**src/rtl/alu_div_ctrl_pkg.sv**
```systemverilog
`default_nettype none
// ============================================================================
// Module      : alu_div_ctrl_pkg
// Description : Shared constants and types for the sequential divider
//               controller: ALU opcode encodings, operand width, iteration
//               count and FSM state encoding.
// Revision    : 1.0 - initial release
// ============================================================================
package alu_div_ctrl_pkg;

    // Operand width, fixed by ALU32b.
    localparam int WIDTH  = 32;
    // One quotient bit per iteration.
    localparam int N_ITER = WIDTH;
    localparam int CNT_W  = $clog2(N_ITER);

    // ALU32b opcodes.
    localparam logic [2:0] OP_AND = 3'b000;
    localparam logic [2:0] OP_OR  = 3'b001;
    localparam logic [2:0] OP_ADD = 3'b010;
    localparam logic [2:0] OP_XOR = 3'b011;
    localparam logic [2:0] OP_SUB = 3'b110;

    typedef enum logic [1:0] {
        S_IDLE  = 2'd0,
        S_CHECK = 2'd1,
        S_ITER  = 2'd2,
        S_DONE  = 2'd3
    } state_t;

endpackage : alu_div_ctrl_pkg
`default_nettype wire

```
**src/rtl/alu_div_ctrl_if.sv**
```systemverilog
`default_nettype none
// ============================================================================
// Module      : alu_div_ctrl_if
// Description : Start/done handshake and operand/result bus of the divider.
//               master : requester (drives start and operands)
//               slave  : divider   (drives busy, done and results)
// Revision    : 1.0 - initial release
// ============================================================================
interface alu_div_ctrl_if;
    import alu_div_ctrl_pkg::*;

    logic             start;
    logic [WIDTH-1:0] dividend;
    logic [WIDTH-1:0] divisor;
    logic             busy;
    logic             done;
    logic [WIDTH-1:0] quotient;
    logic [WIDTH-1:0] remainder;
    logic             div_by_zero;

    modport master (
        output start, dividend, divisor,
        input  busy, done, quotient, remainder, div_by_zero
    );

    modport slave (
        input  start, dividend, divisor,
        output busy, done, quotient, remainder, div_by_zero
    );

endinterface : alu_div_ctrl_if
`default_nettype wire

```
**src/rtl/ALU32b.sv**
```systemverilog
`default_nettype none
// ============================================================================
// Module      : ALU32b
// Description : 32-bit combinational ALU.
//               a, b   : operands
//               op     : opcode (AND/OR/ADD/XOR/SUB)
//               result : operation result (mod 2^32)
//               lt     : unsigned a < b
// Revision    : 1.0 - initial release
// ============================================================================
module ALU32b
    import alu_div_ctrl_pkg::*;
(
    input  wire logic [WIDTH-1:0] a,
    input  wire logic [WIDTH-1:0] b,
    input  wire logic [2:0]       op,
    output logic      [WIDTH-1:0] result,
    output logic                  lt
);

    always_comb begin
        result = '0;
        case (op)
            OP_AND:  result = a & b;
            OP_OR:   result = a | b;
            OP_ADD:  result = a + b;
            OP_XOR:  result = a ^ b;
            OP_SUB:  result = a - b;
            default: result = '0;
        endcase
    end

    assign lt = (a < b);

endmodule : ALU32b
`default_nettype wire

```
**src/rtl/alu_div_ctrl.sv**
```systemverilog
`default_nettype none
// ============================================================================
// Module      : alu_div_ctrl
// Description : Sequential unsigned 32-bit restoring divider. Drives one
//               ALU32b with trial subtractions, one quotient bit per cycle.
//               clk   : system clock, rising edge
//               reset : asynchronous active-high reset
//               bus   : start/operands in, busy/done/results out (slave)
//               Optional macro DIV_SHORTCUT_EN: CHECK finishes immediately
//               when dividend < divisor or dividend == divisor.
// Revision    : 1.0 - initial release
// ============================================================================
module alu_div_ctrl
    import alu_div_ctrl_pkg::*;
(
    input  wire logic     clk,
    input  wire logic     reset,
    alu_div_ctrl_if.slave bus
);

    state_t             state_q,     state_d;
    logic [WIDTH-1:0]   dividend_q,  dividend_d;
    logic [WIDTH-1:0]   divisor_q,   divisor_d;
    logic [WIDTH-1:0]   rem_q,       rem_d;
    logic [WIDTH-1:0]   quo_q,       quo_d;
    logic [CNT_W-1:0]   cnt_q,       cnt_d;
    logic [WIDTH-1:0]   quotient_q,  quotient_d;
    logic [WIDTH-1:0]   remainder_q, remainder_d;
    logic               dbz_q,       dbz_d;

    logic [WIDTH-1:0]   w_alu_a;
    logic [WIDTH-1:0]   w_alu_b;
    logic [2:0]         w_alu_op;
    logic [WIDTH-1:0]   w_alu_res;
    logic               w_alu_lt;
    logic [WIDTH:0]     w_shift;
    logic               w_take;

    ALU32b u_alu (
        .a      (w_alu_a),
        .b      (w_alu_b),
        .op     (w_alu_op),
        .result (w_alu_res),
        .lt     (w_alu_lt)
    );

    // Partial remainder shifted left with the next dividend bit appended.
    assign w_shift = {rem_q, quo_q[WIDTH-1]};
    // A carried-out bit means S >= 2^32 > divisor, so subtraction always fits.
    assign w_take  = w_shift[WIDTH] | ~w_alu_lt;

    // ALU operand mux kept apart from the FSM so the flags never feed back
    // into their own select logic.
    always_comb begin
        w_alu_a  = '0;
        w_alu_b  = '0;
        w_alu_op = 3'b000;
        if (state_q == S_ITER) begin
            w_alu_a  = w_shift[WIDTH-1:0];
            w_alu_b  = divisor_q;
            w_alu_op = OP_SUB;
        end
`ifdef DIV_SHORTCUT_EN
        else if (state_q == S_CHECK) begin
            w_alu_a  = dividend_q;
            w_alu_b  = divisor_q;
            w_alu_op = OP_SUB;
        end
`endif
    end

    always_comb begin
        state_d     = state_q;
        dividend_d  = dividend_q;
        divisor_d   = divisor_q;
        rem_d       = rem_q;
        quo_d       = quo_q;
        cnt_d       = cnt_q;
        quotient_d  = quotient_q;
        remainder_d = remainder_q;
        dbz_d       = dbz_q;

        case (state_q)
            S_IDLE: begin
                if (bus.start) begin
                    dividend_d = bus.dividend;
                    divisor_d  = bus.divisor;
                    dbz_d      = 1'b0;
                    state_d    = S_CHECK;
                end
            end
            S_CHECK: begin
                if (divisor_q == '0) begin
                    quotient_d  = '1;
                    remainder_d = dividend_q;
                    dbz_d       = 1'b1;
                    state_d     = S_DONE;
                end else begin
                    rem_d   = '0;
                    quo_d   = dividend_q;
                    cnt_d   = '0;
                    state_d = S_ITER;
`ifdef DIV_SHORTCUT_EN
                    if (w_alu_lt) begin
                        quotient_d  = '0;
                        remainder_d = dividend_q;
                        state_d     = S_DONE;
                    end else if (w_alu_res == '0) begin
                        quotient_d  = {{(WIDTH-1){1'b0}}, 1'b1};
                        remainder_d = '0;
                        state_d     = S_DONE;
                    end
`endif
                end
            end
            S_ITER: begin
                rem_d = w_take ? w_alu_res : w_shift[WIDTH-1:0];
                quo_d = {quo_q[WIDTH-2:0], w_take};
                cnt_d = cnt_q + 1'b1;
                if (cnt_q == CNT_W'(N_ITER - 1)) begin
                    quotient_d  = {quo_q[WIDTH-2:0], w_take};
                    remainder_d = w_take ? w_alu_res : w_shift[WIDTH-1:0];
                    state_d     = S_DONE;
                end
            end
            S_DONE: begin
                state_d = S_IDLE;
            end
            default: begin
                state_d = S_IDLE;
            end
        endcase
    end

    always_ff @(posedge clk or posedge reset) begin
        if (reset) begin
            state_q     <= S_IDLE;
            dividend_q  <= '0;
            divisor_q   <= '0;
            rem_q       <= '0;
            quo_q       <= '0;
            cnt_q       <= '0;
            quotient_q  <= '0;
            remainder_q <= '0;
            dbz_q       <= 1'b0;
        end else begin
            state_q     <= state_d;
            dividend_q  <= dividend_d;
            divisor_q   <= divisor_d;
            rem_q       <= rem_d;
            quo_q       <= quo_d;
            cnt_q       <= cnt_d;
            quotient_q  <= quotient_d;
            remainder_q <= remainder_d;
            dbz_q       <= dbz_d;
        end
    end

    assign bus.busy        = (state_q == S_CHECK) || (state_q == S_ITER);
    assign bus.done        = (state_q == S_DONE);
    assign bus.quotient    = quotient_q;
    assign bus.remainder   = remainder_q;
    assign bus.div_by_zero = dbz_q;

endmodule : alu_div_ctrl
`default_nettype wire

```
**src/flat_wrapper.sv**
```systemverilog
// flat-port wrapper written by rule: the top's interface ports become plain ports
module alu_div_ctrl_flat import alu_div_ctrl_pkg::*;
  (clk, reset, bus_start, bus_dividend, bus_divisor, bus_busy, bus_done, bus_quotient, bus_remainder, bus_div_by_zero);
  alu_div_ctrl_if bus_i ();
  input  wire logic clk;
  input  wire logic reset;
  input wire logic [$bits(bus_i.start)-1:0] bus_start;
  input wire logic [$bits(bus_i.dividend)-1:0] bus_dividend;
  input wire logic [$bits(bus_i.divisor)-1:0] bus_divisor;
  output wire logic [$bits(bus_i.busy)-1:0] bus_busy;
  output wire logic [$bits(bus_i.done)-1:0] bus_done;
  output wire logic [$bits(bus_i.quotient)-1:0] bus_quotient;
  output wire logic [$bits(bus_i.remainder)-1:0] bus_remainder;
  output wire logic [$bits(bus_i.div_by_zero)-1:0] bus_div_by_zero;
  assign bus_i.start = bus_start;
  assign bus_i.dividend = bus_dividend;
  assign bus_i.divisor = bus_divisor;
  assign bus_busy = bus_i.busy;
  assign bus_done = bus_i.done;
  assign bus_quotient = bus_i.quotient;
  assign bus_remainder = bus_i.remainder;
  assign bus_div_by_zero = bus_i.div_by_zero;
  alu_div_ctrl u_core (.clk(clk), .reset(reset), .bus(bus_i));
endmodule
```
**config.mk**
```make
export PLATFORM = sky130hd
export DESIGN_NAME = alu_div_ctrl_flat
export DESIGN_NICKNAME = d
export VERILOG_FILES = /design/src/rtl/alu_div_ctrl_pkg.sv /design/src/rtl/alu_div_ctrl_if.sv /design/src/rtl/ALU32b.sv /design/src/rtl/alu_div_ctrl.sv /design/src/flat_wrapper.sv
export SDC_FILE = /design/constraint.sdc
export NUM_CORES = 1
export LEC_CHECK = 0
export ABC_CLOCK_PERIOD_IN_PS = 19200
export CORE_MARGIN = 2
export CORE_UTILIZATION = 54
export DETAILED_ROUTE_END_ITERATION = 12
export PLACE_DENSITY = 0.75
export SYNTH_ARGS = -nofsm -noshare
export SYNTH_HDL_FRONTEND = slang
export SYNTH_HIERARCHICAL = 1
export SYNTH_SLANG_ARGS = --single-unit
```
**constraint.sdc**
```tcl
create_clock -name clk -period 19.2 [get_ports clk]
set_clock_uncertainty 0.1 [all_clocks]
set_input_delay 3.84 -clock clk [delete_from_list [all_inputs] [get_ports clk]]
set_output_delay 3.84 -clock clk [all_outputs]
set_load 0.02 [all_outputs]
```
==> reports/results.tsv <==
stage	metric	value	unit
die	start_util	54.8	%
sta	period_share	39.7	%
worst_setup_path	crit_chain	inv_1 > ha_4 > buf_4 > buf_12 > buf_4 > nand2_1 > inv_1 > inv_1 > ha_1 > inv_2 > o21a_1 > or4_1 > or4_4 > a2111oi_4 > o41ai_2 > a221o_1 > a21oi_1 > o21ba_1 > nand2b_2 > buf_4 > mux2i_1 > mux2_2 > a211oi_1 > or3_1	
worst_setup_path	critPathBufInv	8	
run_status	status	completed	
clocking	cts_root_buf	clkbuf_16	
sta	period_needed	7.63	ns
sta	worst_slack	11.57	ns
sta	timing_hold_violations_final	0	
clocking	cts_tree	yes	
routing	wl	46.9	mm
clocking	htree_levels	4	
global_route	grt_max_degree	174	
routing	wl_per_cell	20.7	um
sta	fin_tns_setup	0	ns
worst_setup_path	required	19.43	ns
sta	setup_viol	0	
synthesis	synth_top_area_share	31.9	%
synthesis	synth.net_count	2024	
global_route	grt-ovfl-total	0	
clocking	postCtsResizedCells	0	
die	die_x	174	um
clocking	clock_latency	0.45	ns
worst_setup_path	cp_data_arrival_time	7.86	ns
die	dieHeight	174	um
clocking	clockBufferDepth	2	
sta	worstMarginPinSlew	1.08	ns
synthesis	yosysSeqAreaShare	31.9	%
worst_setup_path	crit_type	register to register	
synthesis	ys.flop_type	dfrtp_1	
synthesis	synth_enable_flop_cells	0	
clocking	cts_setup_buffers	0	
die	ios	134	
worst_setup_path	path_max_fanout	173	
layout	final_cells	2263	
layout	nNetsFinal	2047	
worst_setup_path	startpoint_type	register	
routing	drtIter0Drc	1721	
routing	drc	0	
clocking	cts_buffers	17	
die	die_area	30400	um^2
layout	finish.utilization	61.8	%
place	gp_congestion	0.975	
power	leakage	7.28	nW
die	core	28600	um^2
hold_path	hold_path_class	register to register	
routing	via_count	14600	
worst_setup_path	cpPeakStageDelay	0.79	ns
place	place_ws	11.68	ns
worst_setup_path	crit_slowest_cell	buf_4	
global_route	first_global_vias	13600	
flow_run	maxCapViolations	0	
layout	fillCellCount	2486	
clocking	path_clk_slew	0.08	ns
layout	layout-drive-gt1-share	9.37	%
clocking	postCtsHoldBufs	0	
die	placement_rows	62	
synthesis	ys_ff_latch	200	
routing	ant_nets	0	
synthesis	synth_top_area_cell	dfrtp_1	
synthesis	ys_types	78	
synthesis	synthTopCellsByArea	dfrtp_1 32%, ha_1 8.9%, mux2_2 4.9%	
sta	max_slew_margin	28.0	%
power	power.density	169	nW/um^2
clocking	clock-sinks	200	
synthesis	syn_area_per_cell	8.51	um^2
synthesis	syn-instance-count	1843	
power	ir_worst_vdd	0.140	mV
worst_setup_path	cp_top_family	buffers and inverters	
global_route	grt_usage	30.4	%
routing	vias_per_cell	6.46	
place	port_buffers	133	
place	post-place-cells	2231	
layout	diodes	0	
global_route	antenna_found_initial	0	
place	hpwl	33.0	mm
synthesis	yosys_warnings	6	
synthesis	yosys.cell_count.top_type	dfrtp_1	
synthesis	async_reset_ff_share	100	%
sta	fmax	131	MHz
global_route	grt_pass1_wl	74.4	mm
worst_setup_path	cp-end-kind	register	
sta	report.final.slew_viol_count	0	
routing	firstDrtPassIters	5	
sta	rsz0062_at_grt	no	
layout	syn_to_final_growth	12.8	%
synthesis	yosys-top-cells-count	200 x dfrtp_1, 148 x inv_1, 121 x a21oi_1, 121 x o21ai_0, 118 x clkbuf_1	
synthesis	syn_area	15700	um^2
worst paths after layout:
kind / startpoint / to / slack, ns / cells after the start
min: u_core/dividend_q[10] / u_core/dividend_q[10] / 0.43 / 1
max in group asynchronous: reset / u_core/divisor_q[7] / 13.64 / 3
min reg2reg: u_core/dividend_q[10] / u_core/dividend_q[10] / 0.43 / 1
max: u_core/state_q[0] / u_core/bus.remainder[31] / 11.57 / 24
min in group asynchronous: reset / u_core/quo_q[22] / 3.84 / 2
max reg2reg: u_core/state_q[0] / u_core/bus.remainder[31] / 11.57 / 24
flip-flops by register name (all words and copies together) (netlist names):
signal                  count
u_core/bus.div_by_zero      1
u_core/bus.quotient        32
u_core/bus.remainder       32
u_core/cnt_q                5
u_core/dividend_q          32
u_core/divisor_q           32
u_core/quo_q               32
u_core/rem_q               32
u_core/state_q              2
placed cells by master, fill, tap and decap left out, types with 6 or more instances in the layout:
cell type	synthesis	layout
nor3_1	41	41
clkbuf_16	0	17
nand4_1	13	13
and3_1	34	34
a31oi_1	40	40
a21oi_1	121	120
mux2_2	68	68
a22oi_1	16	16
and2_1	34	34
a22o_1	7	7
a21o_1	9	9
o22ai_1	47	47
inv_1	148	147
o21bai_1	18	18
dfrtp_1	200	200
nand2_1	82	81
buf_4	4	19
o221a_2	29	29
nor2b_1	42	41
o21a_1	6	6
clkdlybuf4s50_1	0	133
nand2b_1	43	42
o31ai_1	6	6
o21ai_0	121	121
ha_1	112	110
clkinv_8	0	6
nand3_1	18	18
nor4_1	22	22
nor2_1	104	102
o211ai_1	12	12
xnor2_1	20	20
a211oi_1	46	46
a2bb2oi_1	31	31
mux2i_1	23	23
a311oi_1	33	33
or3_1	67	67
cells by family after synthesis:
group	Yosys count	synth area share (%)
AOI/OAI and AO/OA	602	26.5
xor gates and xnor gates	20	1.12
adders and majority gates	114	9.19
buffers and inverters	303	7.72
DFF	200	31.9
muxes	91	6.35
other	1	0.0239
and+or+nand+nor	512	17.2
worst register-to-register path, delay by kind of cell, from the launching register on:
kind                       cells  cell delay, ns
buffers and inverters          8            2.98
and+or+nand+nor                5            1.50
AOI/OAI and AO/OA              7            1.36
adders and majority gates      2            0.61
muxes                          2            0.56
DFF                            1            0.40
per-stage QoR:
step                cell area, um^2  power, mW  hold slack, ns
floorplan                     15700       2.11           0.378
global placement              17100       2.53           0.397
detailed placement            17100       2.57           0.410
CTS                           17700       2.95           0.430
global route                  17700       3.20           0.453
finish                        17700       2.99           0.427
report_power, final:
group	internal (mW)	total [mW]	switching, mW
logic	0.717	1.94	1.22
registers	0.568	0.677	0.110
clock network	0.177	0.371	0.194
total	1.46	2.99	1.52
cell type report:
| type | count | area (um^2) | share of cell area, % |
|---|---|---|---|
| Inverter | 154 | 586 | 3.31 |
| Clock buffer | 17 | 425 | 2.40 |
| Timing Repair Buffer | 153 | 1490 | 8.45 |
| Multi-Input combinational cell | 1340 | 9520 | 53.8 |
| Clock inverter | 15 | 181 | 1.03 |
| Tap cell | 384 | 480 | 2.72 |
| Sequential cell | 200 | 5000 | 28.3 |
layer usage:
| metal | vias up | wire [um] | global-route usage, % |
|---|---|---|---|
| met5 | - | 0 | 0 |
| met1 | 7164 | 21500 | 45.0 |
| met4 | 0 | 964 | 8.12 |
| met2 | 631 | 20800 | 46.5 |
| li1 | 6770 | - | - |
| met3 | 58 | 3650 | 4.20 |
No activity file was read; power rests on OpenSTA's default activity.
